[config.mk]
export PLATFORM = sky130hd
export DESIGN_NAME = sid_dac_sequencer
export DESIGN_NICKNAME = d
export VERILOG_FILES = /design/src/rtl/sid_dac_sequencer.sv
export SDC_FILE = /design/constraint.sdc
export NUM_CORES = 1
export LEC_CHECK = 0
export CAP_MARGIN = 25
export CORE_MARGIN = 2
export CORE_UTILIZATION = 51
export CTS_BUF_LIST = sky130_fd_sc_hd__clkbuf_8 sky130_fd_sc_hd__clkbuf_16
export DETAILED_ROUTE_END_ITERATION = 10
export PLACE_DENSITY = 0.75
export RECOVER_POWER = 50
export SLEW_MARGIN = 20
export SYNTH_ARGS = -nofsm -noshare
export SYNTH_HDL_FRONTEND = slang
export SYNTH_SLANG_ARGS = --single-unit
[constraint.sdc]
create_clock -name clk_i -period 2.5 [get_ports clk_i]
set_input_delay 0.5 -clock clk_i [delete_from_list [all_inputs] [get_ports clk_i]]
set_output_delay 0.5 -clock clk_i [all_outputs]
set_load 0.03 [all_outputs]
[src/rtl/sid_dac_sequencer.sv]
// Paces the two SID voice-mix samples into a pair of MCP4921 DACs that share SCK/CS/LDAC.
// Frame = 35*CLK_DIV cycles. A tick that arrives mid-frame is dropped and flagged as overrun; there is no input backpressure.
module sid_dac_sequencer #(
    parameter int         CLK_DIV    = 4,
    parameter int         SAMPLE_DIV = 256,
    parameter logic [3:0] CFG_NIBBLE = 4'b0011,
    parameter bit         INVERT     = 1'b0
) (
    input  logic        clk_i,
    input  logic        rst_n,
    input  logic        enable,
    input  logic [11:0] sample_1,
    input  logic [11:0] sample_2,
    output logic        sample_strobe,
    output logic        dac_clk,
    output logic        dac_dat_1,
    output logic        dac_dat_2,
    output logic        dac_cs_b,
    output logic        dac_le_b,
    output logic        busy,
    output logic        overrun
);

    localparam int PW = (CLK_DIV > 1) ? $clog2(CLK_DIV) : 1;
    localparam int CW = (SAMPLE_DIV > 1) ? $clog2(SAMPLE_DIV) : 1;

    if (CLK_DIV < 1) begin : g_bad_clk_div
        $error("sid_dac_sequencer: CLK_DIV must be >= 1");
    end
    if (SAMPLE_DIV < 35 * CLK_DIV + 1) begin : g_bad_sample_div
        $error("sid_dac_sequencer: SAMPLE_DIV must be >= 35*CLK_DIV+1");
    end

    typedef enum logic [2:0] {
        ST_IDLE,
        ST_LOAD,
        ST_SHIFT,
        ST_CSH,
        ST_LATCH
    } state_t;

    state_t          state_q, state_d;
    logic [PW-1:0]   ph_q, ph_d;
    logic            hi_q, hi_d;
    logic [3:0]      bit_q, bit_d;
    logic [15:0]     sr1_q, sr1_d;
    logic [15:0]     sr2_q, sr2_d;
    logic [CW-1:0]   cnt_q, cnt_d;
    logic            ovr_q, ovr_d;
    logic            strobe_q, strobe_d;
    logic            cs_b_q, cs_b_d;
    logic            le_b_q, le_b_d;
    logic            tick;
    logic            ph_last;

    assign tick    = enable && (cnt_q == '0);
    assign ph_last = (ph_q == PW'(CLK_DIV - 1));

    always_comb begin
        state_d  = state_q;
        ph_d     = ph_last ? '0 : ph_q + PW'(1);
        hi_d     = hi_q;
        bit_d    = bit_q;
        sr1_d    = sr1_q;
        sr2_d    = sr2_q;
        strobe_d = 1'b0;
        cnt_d    = (!enable || cnt_q == CW'(SAMPLE_DIV - 1)) ? '0 : cnt_q + CW'(1);
        ovr_d    = enable && (ovr_q || (tick && state_q != ST_IDLE));

        case (state_q)
            ST_IDLE: begin
                ph_d = '0;
                if (tick) begin
                    state_d  = ST_LOAD;
                    sr1_d    = {CFG_NIBBLE, INVERT ? ~sample_1 : sample_1};
                    sr2_d    = {CFG_NIBBLE, INVERT ? ~sample_2 : sample_2};
                    strobe_d = 1'b1;
                end
            end
            ST_LOAD: begin
                if (ph_last) begin
                    state_d = ST_SHIFT;
                    hi_d    = 1'b0;
                    bit_d   = 4'd0;
                end
            end
            ST_SHIFT: begin
                // Data advances only as the high phase ends, so it is settled before each SCK rise;
                // zeros shift in, leaving SDI low once the word is out.
                if (ph_last) begin
                    if (!hi_q) begin
                        hi_d = 1'b1;
                    end else begin
                        hi_d  = 1'b0;
                        sr1_d = {sr1_q[14:0], 1'b0};
                        sr2_d = {sr2_q[14:0], 1'b0};
                        if (bit_q == 4'd15) begin
                            state_d = ST_CSH;
                        end else begin
                            bit_d = bit_q + 4'd1;
                        end
                    end
                end
            end
            ST_CSH: begin
                if (ph_last) state_d = ST_LATCH;
            end
            ST_LATCH: begin
                if (ph_last) state_d = ST_IDLE;
            end
            default: state_d = ST_IDLE;
        endcase

        cs_b_d = !(state_d == ST_LOAD || state_d == ST_SHIFT);
        le_b_d = (state_d != ST_LATCH);
    end

    always_ff @(posedge clk_i or negedge rst_n) begin
        if (!rst_n) begin
            state_q  <= ST_IDLE;
            ph_q     <= '0;
            hi_q     <= 1'b0;
            bit_q    <= 4'd0;
            sr1_q    <= 16'h0000;
            sr2_q    <= 16'h0000;
            cnt_q    <= '0;
            ovr_q    <= 1'b0;
            strobe_q <= 1'b0;
            cs_b_q   <= 1'b1;
            le_b_q   <= 1'b1;
        end else begin
            state_q  <= state_d;
            ph_q     <= ph_d;
            hi_q     <= hi_d;
            bit_q    <= bit_d;
            sr1_q    <= sr1_d;
            sr2_q    <= sr2_d;
            cnt_q    <= cnt_d;
            ovr_q    <= ovr_d;
            strobe_q <= strobe_d;
            cs_b_q   <= cs_b_d;
            le_b_q   <= le_b_d;
        end
    end

    assign sample_strobe = strobe_q;
    assign dac_clk       = hi_q;
    assign dac_dat_1     = sr1_q[15];
    assign dac_dat_2     = sr2_q[15];
    assign dac_cs_b      = cs_b_q;
    assign dac_le_b      = le_b_q;
    assign busy          = (state_q != ST_IDLE);
    assign overrun       = ovr_q;

endmodule

# Word level (Yosys, flattened, before mapping)
# Index checks and enable logic that the tools add are counted.
# Widths: inputs -> output; s select.
op_classes:
  eq_ne: 15
  div_mod_pow: 0
  add_sub_neg: 3
  n_lt_le_gt_ge: 0
  n_mul: 0
  bitwise: 0
  n_reduce_logical: 16
  mux: 30
  shift: 0
op_table:
  columns: ["operator", "count"]
  rows:
  - ["$mux 16", 6]
  - ["$pmux 16 s2", 2]
  - ["$mux 3", 7]
  - ["$mux 4", 4]
  - ["$pmux 3 s5", 1]
  - ["$ne 2x2->1 const B", 5]
  - ["$eq 3x2->1 const B", 3]
  - ["$add 8x1->8 const B", 1]
  - ["$eq 8x8->1 const B", 1]
  - ["$logic_not 8->1", 1]
  - ["$mux 8", 1]
  - ["$pmux 4 s2", 1]
  - ["$eq 3x1->1 const B", 2]
  - ["$mux 1", 5]
  - ["$reduce_and 5->1", 1]
  - ["$add 4x1->4 const B", 1]
  - ["$eq 4x4->1 const B", 1]
  - ["$mux 2", 2]
  - ["$reduce_and 4->1", 1]
  - ["$reduce_bool 2->1", 2]
  - ["$eq 3x3->1 const B", 1]
  - ["$logic_and 1x1->1", 3]
  - ["$logic_not 3->1", 1]
  - ["$logic_or 1x1->1", 3]
  - ["other kinds (7)", 8]
word_totals:
  ram_bits: 0
  register_bits: 54
  latchBits: 0
  out_inout_bits: 8
  wordCells: 75
  mem_count: 0
  mem_bits_ro: 0
  input_bits: 27

# Longest topological paths before layout
# Gate-level depths: netlist (run 1).
logic_depth:
  depth_word: 8
  depth_mapped: 8
  mapped_depth_nobuf: 6

# Worst setup path before layout (run 1)
# Ideal clock, no wire load.
synth_timing:
  kind: "reg2reg"
  from: "reg ph_q[0]"
  to: "reg sr1_q[13]"
  stages_incl_launch_ff: 7
  path_slack_ps: 895
  required_ps: 2372
  t_arrival_ps: 1477
  setup_time_ps: 128
  n_path_buf: 2
  synth_period_minus_slack_ps: 1605
  path_cell_list: "dfrtp_1 ha_1 clkbuf_1 and3_1 buf_4 nor2_4 mux2_1"
synth_via:
  elab_chain_len: 3
synth_rtl:
  columns: ["item", "line", "text"]
  rows:
  - ["from (decl)", "43", "logic [PW-1:0] ph_q, ph_d;"]
  - ["from (signal assigned)", "133", "ph_q <= ph_d;"]
  - ["$eq 2x2->1", "57", "assign ph_last = (ph_q == PW'(CLK_DIV - 1));"]
  - ["$ne 2x2->1 (no line)", null, null]
  - ["$reduce_and 4->1 (no line)", null, null]
  - ["to (signal assigned)", "136", "sr1_q <= sr1_d;"]
  - ["to (decl)", "46", "logic [15:0] sr1_q, sr1_d;"]
# Every way passes these cells.
# A chain may end at the register's enable or synchronous reset.

# Final worst setup path (run 1)
layout_timing:
  from: "reg state_q[2]"
  to: "out busy"
layout_via:
  elab_chain_len: 1
layout_rtl:
  columns: ["item", "line", "text"]
  rows:
  - ["from (decl)", "42", "state_t state_q, state_d;"]
  - ["from (signal assigned)", "132", "state_q <= state_d;"]
  - ["$reduce_bool 3->1", "152", "assign busy = (state_q != ST_IDLE);"]
  - ["to (decl)", "20", "output logic busy,"]
# Every way passes these cells.

==> out/metrics.yaml, run 1 <==
worstPathRequired_ns: 2.00
synth.most_common_cell: "dfrtp_1"
postSynthRegisterBits: 54
status: "completed"
synthTopCellsByCount: "dfrtp_1, nand3_1, mux2i_1"
regToRegEndpoint: "sr1_q[13]$_DFFE_PN0P_"
wl_per_cell_um: 13.76
place_area_um2: 2962
clock_latency_ns: 0.30
diodes: 0
crit_path_start_kind: "flop"
synthArstFlopShare: 1.000
tightest_slew_ns: 1.446
cts_buffers: 5
hold_path.class: "reg -> reg"
die_y_um: 74.97
syn_nets: 273
pin_count: 35
routed_via_density: 5.362
gr-total-overflow: 0
max-slew-margin-rel: 0.03630
crit_fanout: 9
max_clock_freq_mhz: 434.4
grt_pass1_vias: 1814
ir_drop_mv: 0.2437
place_inst: 335
register_area_um2: 1354
drt_iter0_drc: 129
die_area_um2: 5621
post_cts_buffers: 0
drive_above_1_share: 0.08333
hold_buffers: 0
synth_top_family_by_area: "simple AND/OR/NAND/NOR gates"
grt_usage: 0.1935
die_w_um: 74.97
postSynthAreaPerCell_um2: 10.61
holdPathStages: 1
finalWirelength_mm: 4.721
synth-compound-area-share: 0.1086
arrival_ns: 1.80
antenna_found_initial: 0
finalWorstSetupSlack_ns: 0.1978
rows: 25
synth_top_area_frac: 0.5066
ys.flop_type: "dfrtp_1"
synth-edff-count: 0
synth_mux_area_frac: 0.09791
post-route-period-util: 0.9209
clockBufferDepth: 2
syn_area_um2: 2569
postRouteAntennaNets: 0
routed-via-count: 1839
post_cts_resize_count: 0
htree_levels: 2
fin_skew_ns: 0.01008
synthCells: 242
dpl_worst_slack_ns: 0.2188
root_buffer: "clkbuf_8"
rsz0062_at_grt: "no"
power-per-cell-area_nw_per_um2: 477.2
ys_seq_area_frac: 0.5270
num-nets-final: 306
final_area_um2: 3032
rr_worst_depth: 4
whs_ns: 0.4504
clkSinkCount: 54
hold_viol: 0
drc_errors: 0
path_class: "reg -> out"
slew_viol_final: 0
min_from: "ph_q[0]$_DFF_PN0_"
synth.largest_area_cell: "dfrtp_1"
synth-adder-area-share: 0.01948
dp_hpwl_mm: 3.218
cap_viol_max_count: 0
grt_max_degree: 29
area_delta_synth_final_pct: 18.02
io_buffers: 34
yosys_warnings: 0
critPathCaptureType: "primary output"
multi_input_area_um2: 1094
fin_crit_ns: 2.302
timing.rr.start: "state_q[1]$_DFF_PN0_"
initial_core_util: 0.5367
core_area_um2: 4786
path_clk_slew_ns: 0.09
instances_no_fill: 343
synth.distinct_cells: 40
rrSetupSlack_ns: 0.49
cts_tree: "built"
min_to: "ph_q[0]$_DFF_PN0_"
setup-tns-final_ns: 0
setup_viol: 0
first_pass_iters: 4
synthSimpleGateAreaFrac: 0.1827
n_fill_cell: 410
grt_pass1_wl_mm: 8.369
gp_congestion: 0.8017
p_leak_nw: 1.450
synthXorXnorAreaFrac: 0.01705
synthTopCellsByArea: "dfrtp_1, mux2i_1, nand3_1, o21ai_1, nand2_1"
how the worst max path moves through the flow:
stage / end / start / cells after the start / slack, ns
final: busy / state_q[2]$_DFF_PN0_ / 3 / 0.20
after global placement: sr1_q[13]$_DFFE_PN0P_ / enable / 5 / 0.25
after detailed placement: sr1_q[13]$_DFFE_PN0P_ / enable / 5 / 0.22
after floorplan: sr1_q[13]$_DFFE_PN0P_ / ph_q[0]$_DFF_PN0_ / 6 / 0.90
after CTS: busy / state_q[2]$_DFF_PN0_ / 3 / 0.19
after global routing: busy / state_q[2]$_DFF_PN0_ / 3 / 0.1
logic make-up after synthesis:
kind of cell | after synthesis
simple gates | 84
fa+ha+maj | 4
buf+inv | 23
xor+xnor | 5
flops | 54
compound gates | 47
mux | 25
critical path: stages (launching register included):
cell	delay (ns)
dfrtp_1	0.51
nor3_4	0.30
inv_1	0.09
clkdlybuf4s50_1	0.60
routing by layer:
metal / vias to the layer above / part of all wire / track usage
met1: 891 / 0.50 / 0.2795
met3: 5 / 0.028 / 0.02945
met5: - / 0 / 0
li1: 915 / - / -
met2: 28 / 0.46 / 0.2992
met4: 0 / 0.012 / 0.06944
registers in the layout, summed over array words and instances, names as in the netlist:
signal,count
cnt_q,8
ph_q,2
sr1_q,16
overrun,1
sr2_q,16
dac_clk,1
sample_strobe,1
dac_cs_b,1
dac_le_b,1
state_q,3
bit_q,4
placed cells by master, fill, tap and decap left out, drive strengths merged, types with 4 or more instances in the layout:
master and count:
dfrtp 52, clkdlybuf4s50 33, nand3 32, o21ai 31, mux2i 24, nand2 19
nor2 10, inv 9, clkbuf 7, buf 6, ha 4
power by group:
part | internal [mW] | switching [mW] | total, mW | leakage (nW)
combinational | 0.0506 | 0.0383 | 0.0889 | 0.681
sequential | 0.878 | 0.00602 | 0.884 | 0.719
clock | 0.194 | 0.279 | 0.474 | 0.0493
total | 1.12 | 0.323 | 1.45 | 1.45
per-stage QoR:
| stage | utilization | total power, mW |
|---|---|---|
| after floorplan | - | 0.9228 |
| after global placement | 0.6188 | 0.9942 |
| after detailed placement | 0.6188 | 0.9950 |
| after CTS | 0.6369 | 1.469 |
| after global routing | 0.6335 | 1.501 |
| final | 0.6335 | 1.447 |
cell type report:
cell class | instances | share of cell area
timing repair buffer | 41 | 0.1267
multi-input combinational | 165 | 0.3607
clock buffer | 5 | 0.02270
inverter | 8 | 0.009905
sequential | 54 | 0.4466
clock inverter | 3 | 0.005778
tap | 67 | 0.02765
No activity file was read; power rests on OpenSTA's default activity.
==> run 2: changes to the inputs <==
ABC_AREA = 0   (was default)
MAX_ROUTING_LAYER = met4   (was default)
SKIP_LAST_GASP = 1   (was default)
==> run 2 against run 1 <==
Sequential cell count unchanged. Critical path depth unchanged. Clock-buffer cell count did not move. Global-route usage up 0.61 points. Clock skew hardly changed. Critical endpoint unchanged. Sequential power hardly changed. Utilization is the same. Worst setup slack unchanged. Hold slack unchanged. Sequential share of layout area is the same. Maximum frequency did not move.
==> out/metrics.yaml, run 2 (synthesis gave the netlist of run 1 again) <==
htree_levels: 2  # unchanged
cap_viol_max_count: 0  # unchanged
routed_via_density: 5.359  # about the same
first_pass_iters: 4  # unchanged
io_buffers: 34  # unchanged
postRouteAntennaNets: 0  # unchanged
instances_no_fill: 343  # unchanged
die_w_um: 74.97  # unchanged
status: "completed"
die_y_um: 74.97  # unchanged
finalWorstSetupSlack_ns: 0.1978  # unchanged
cts_buffers: 5  # unchanged
path_class: "reg -> out"
drt-met1-wl_mm: 2.356  # +0.38%
hold_viol: 0  # unchanged
final_cell_mix: "dfrtp_1, clkdlybuf4s50_1, nand3_1"
grt_max_degree: 29  # unchanged
path_clk_slew_ns: 0.09  # about the same
setup-tns-final_ns: 0  # unchanged
drive_above_1_share: 0.08333  # unchanged
power_mw: 1.447  # about the same
drc_errors: 0  # unchanged
arrival_ns: 1.80  # about the same
core_area_um2: 4786  # unchanged
rrSetupSlack_ns: 0.49  # about the same
dpl_worst_slack_ns: 0.2188  # unchanged
pin_count: 35  # unchanged
grt_pass1_wl_mm: 8.369  # unchanged
final_area_um2: 3032  # unchanged
regToRegEndpoint: "sr1_q[13]$_DFFE_PN0P_"
hold_buffers: 0  # unchanged
utilization: 0.6335  # unchanged
post-route-period-util: 0.9209  # unchanged
diodes: 0  # unchanged
drt_iter0_drc: 137  # +6.2%
crit_fanout: 9  # unchanged
gp_congestion: 0.8133  # +1.4%
root_buffer: "clkbuf_8"
finalWirelength_mm: 4.720  # about the same
route.top_layer_used: "met4"
slew_viol_final: 0  # unchanged
max_clock_freq_mhz: 434.4  # unchanged
layout_commonest_cell: "dfrtp_1"
post_cts_buffers: 0  # unchanged
die_area_um2: 5621  # unchanged
hold_path.class: "reg -> reg"
routed-via-count: 1838  # -0.054%
whs_ns: 0.4504  # unchanged
n_fill_cell: 410  # unchanged
dp_hpwl_mm: 3.218  # unchanged
crit_end: "busy"
max-slew-margin-rel: 0.03630  # unchanged
startpoint: "state_q[2]$_DFF_PN0_"
grt_pass1_vias: 1814  # unchanged
area_delta_synth_final_pct: 18.02  # unchanged
rr_worst_depth: 4  # unchanged
antenna_found_initial: 0  # unchanged
routed-wl-met2_mm: 2.188  # unchanged
multi_input_area_um2: 1094  # unchanged
crit_path_start_kind: "flop"
setup_viol: 0  # unchanged
power-per-cell-area_nw_per_um2: 477.2  # about the same
timing.rr.start: "state_q[1]$_DFF_PN0_"
gr-total-overflow: 0  # unchanged
post_cts_resize_count: 0  # unchanged
min_from: "ph_q[0]$_DFF_PN0_"
num-nets-final: 306  # unchanged
rows: 25  # unchanged
cts_tree: "built"
worstPathRequired_ns: 2.00  # about the same
fin_skew_ns: 0.01008  # -0.0000002000 ns
ir_drop_mv: 0.2437  # unchanged
register_area_um2: 1354  # unchanged
wl_per_cell_um: 13.76  # about the same
initial_core_util: 0.5367  # unchanged
critPathCaptureType: "primary output"
place_area_um2: 2962  # unchanged
clock_latency_ns: 0.30  # about the same
p_leak_nw: 1.450  # unchanged
fin_crit_ns: 2.302  # unchanged
rsz0062_at_grt: "no"
place_inst: 335  # unchanged
clkSinkCount: 54  # unchanged
grt_usage: 0.1996  # +0.006127
reg_top3: "sr1_q x16, sr2_q x16, cnt_q x8"
wl_met3_um: 120  # -7.7%
clockBufferDepth: 2  # unchanged
tightest_slew_ns: 1.446  # unchanged
==> run 2: cell counts in the layout (fill, tap and decap cells not counted) <==
No cell type changed its count.
==> run 2: how the worst min path moves through the flow <==
stage | to | slack (ns) | depth (start not counted)
after floorplan | bit_q[0]$_DFFE_PN0P_ | 0.20 | 0
after global placement | ph_q[0]$_DFF_PN0_ | 0.43 | 1
after detailed placement | ph_q[0]$_DFF_PN0_ | 0.44 | 1
after CTS | sr2_q[12]$_DFFE_PN0P_ | 0.22 | 1
after global routing | ph_q[0]$_DFF_PN0_ | 0.47 | 1
final | ph_q[0]$_DFF_PN0_ | 0.45 | 1
==> run 2: area by class of cell <==
cell class | count | area share
multi-input combinational | 165 | 0.3607
inverter | 8 | 0.009905
sequential | 54 | 0.4466
timing repair buffer | 41 | 0.1267
clock inverter | 3 | 0.005778
tap | 67 | 0.02765
clock buffer | 5 | 0.02270
==> run 2: routing by layer <==
metal	up-vias	track usage
met5	-	-
met1	892	0.2804
met3	5	0.02811
met2	26	0.2992
met4	0	0.06944
li1	915	-
==> run 2: power by group <==
part	internal, mW	total [mW]	switching, mW
combinational	0.0506	0.0889	0.0383
sequential	0.878	0.884	0.00602
clock	0.194	0.474	0.279
==> run 2: critical path, stage by stage, from the launching register on <==
cell,delay (ns)
dfrtp_1,0.51
nor3_4,0.30
inv_1,0.09
clkdlybuf4s50_1,0.60
==> run 3: changes to the inputs <==
CORE_ASPECT_RATIO = 1.4   (was default)
==> run 3 against run 2 <==
Combinational power down 0.4%. Design area grew 0.41%. Worst setup slack improved by 0.016 ns. Sequential power about the same. Clock skew fell by 0.0016 ns. Non-clock buffer count fell by 1. Final cell count decreased by 1.2%. Clock-buffer cell count is the same. Largest cell class unchanged.
==> out/metrics.yaml, run 3 (synthesis gave the netlist of run 1 again) <==
setup-tns-final_ns: 0  # unchanged
place_area_um2: 2950  # -0.38%
setup_viol: 0  # unchanged
wl_per_cell_um: 14.09  # +2.4%
dp_hpwl_mm: 3.154  # -2.0%
root_buffer: "clkbuf_8"
final_area_um2: 3044  # +0.41%
cts_buffers: 5  # unchanged
gr-total-overflow: 0  # unchanged
timing.rr.start: "state_q[1]$_DFF_PN0_"
clockBufferDepth: 2  # unchanged
initial_core_util: 0.5305  # -0.006241
antenna_found_initial: 0  # unchanged
routed_via_density: 5.404  # +0.85%
place_inst: 331  # -1.2%
startpoint: "state_q[2]$_DFF_PN0_"
clock_latency_ns: 0.31  # about the same
crit_path_start_kind: "flop"
gp_congestion: 0.8347  # +2.6%
p_leak_nw: 1.452  # +0.14%
finalWirelength_mm: 4.778  # +1.2%
min_from: "ph_q[0]$_DFF_PN0_"
die_area_um2: 5628  # +0.14%
post-route-period-util: 0.9144  # -0.006524
utilization: 0.6287  # -0.004782
grt_max_degree: 30  # +3.4%
area_delta_synth_final_pct: 18.51
hold_path.class: "reg -> reg"
path_class: "reg -> out"
clkSinkCount: 54  # unchanged
path_clk_slew_ns: 0.09  # about the same
drc_errors: 0  # unchanged
arrival_ns: 1.79  # about the same
first_pass_iters: 4  # unchanged
critPathCaptureType: "primary output"
final_cell_mix: "dfrtp_1, clkdlybuf4s50_1, nand3_1"
slew_viol_final: 0  # unchanged
status: "completed"
die_w_um: 63.98  # -15%
wl_met3_um: 201  # +68%
rsz0062_at_grt: "no"
max-slew-margin-rel: 0.1055  # +0.06916
core_area_um2: 4842  # +1.2%
routed-via-count: 1832  # -0.33%
hold_buffers: 0  # unchanged
ir_drop_mv: 0.3766  # +55%
reg_top3: "sr1_q x16, sr2_q x16, cnt_q x8"
fin_crit_ns: 2.286  # -0.01631 ns
die_y_um: 87.97  # +17%
htree_levels: 2  # unchanged
grt_pass1_vias: 1809  # -0.28%
drive_above_1_share: 0.08000  # -0.003333
max_clock_freq_mhz: 437.5  # +0.71%
layout_commonest_cell: "dfrtp_1"
post_cts_buffers: 0  # unchanged
post_cts_resize_count: 0  # unchanged
grt_pass1_wl_mm: 7.969  # -4.8%
power_mw: 1.546  # +6.9%
io_buffers: 34  # unchanged
hold_viol: 0  # unchanged
drt-met1-wl_mm: 2.161  # -8.3%
pin_count: 35  # unchanged
tightest_slew_ns: 1.342  # -0.1037 ns
num-nets-final: 305  # -0.33%
worstPathRequired_ns: 2.00  # about the same
cap_viol_max_count: 0  # unchanged
rows: 30  # +20%
cts_tree: "built"
postRouteAntennaNets: 0  # unchanged
fin_skew_ns: 0.008481  # -0.001601 ns
routed-wl-met2_mm: 2.338  # +6.9%
crit_fanout: 9  # unchanged
instances_no_fill: 339  # -1.2%
route.top_layer_used: "met4"
power-per-cell-area_nw_per_um2: 507.9  # +6.4%
grt_usage: 0.1882  # -0.01147
diodes: 0  # unchanged
drt_iter0_drc: 98  # -28%
==> run 3: cell count changes in the layout (fill, tap and decap cells not counted) <==
cell        delta
buf_4          -1
clkinv_2       -1
clkinvlp_4     +1
bufinv_16      +1
clkinv_4       -1
==> run 3: area by class of cell <==
type	instances	area [µm²]
Clock inverter	3	41.29
Timing Repair Buffer	40	376.6
Tap cell	64	80.08
Inverter	8	30.03
Fill cell	397	1798
Multi-Input combinational cell	165	1094
Clock buffer	5	68.82
Sequential cell	54	1354
==> run 3: power by group <==
group | switching [mW] | total (mW) | internal, mW
Clock | 0.278 | 0.573 | 0.295
Sequential | 0.00601 | 0.884 | 0.878
Combinational | 0.0381 | 0.0885 | 0.0504
==> run 3: critical path, stage by stage, from the launching register on <==
cell	delay (ns)
dfrtp_1	0.51
nor3_4	0.30
inv_1	0.08
clkdlybuf4s50_1	0.59
==> run 3: worst paths after layout <==
check | cells after the start | slack, ns | to
worst min register to register | 1 | 0.45 | ph_q[0]$_DFF_PN0_
min in group asynchronous | 1 | 0.47 | sr2_q[7]$_DFFE_PN0P_
worst max register to register | 4 | 0.52 | sr1_q[13]$_DFFE_PN0P_
max in group asynchronous | 2 | 0.64 | sr1_q[2]$_DFFE_PN0P_
worst min-delay path | 1 | 0.45 | ph_q[0]$_DFF_PN0_
worst max-delay path | 3 | 0.21 | busy
==> run 3: stage by stage <==
stage	setup WS (ns)	hold WS (ns)
finish	0.2141	0.4498
global route	0.1149	0.4833
CTS	0.1904	0.2004
detailed placement	0.2812	0.4433
global placement	0.2897	0.4247
floorplan	0.8953	0.2044
==> run 3: routing by layer <==
| metal | vias up | GRT usage |
|---|---|---|
| met5 | - | - |
| met2 | 33 | 0.3295 |
| met4 | 0 | 0.07115 |
| li1 | 916 | - |
| met3 | 6 | 0.03470 |
| met1 | 877 | 0.2131 |
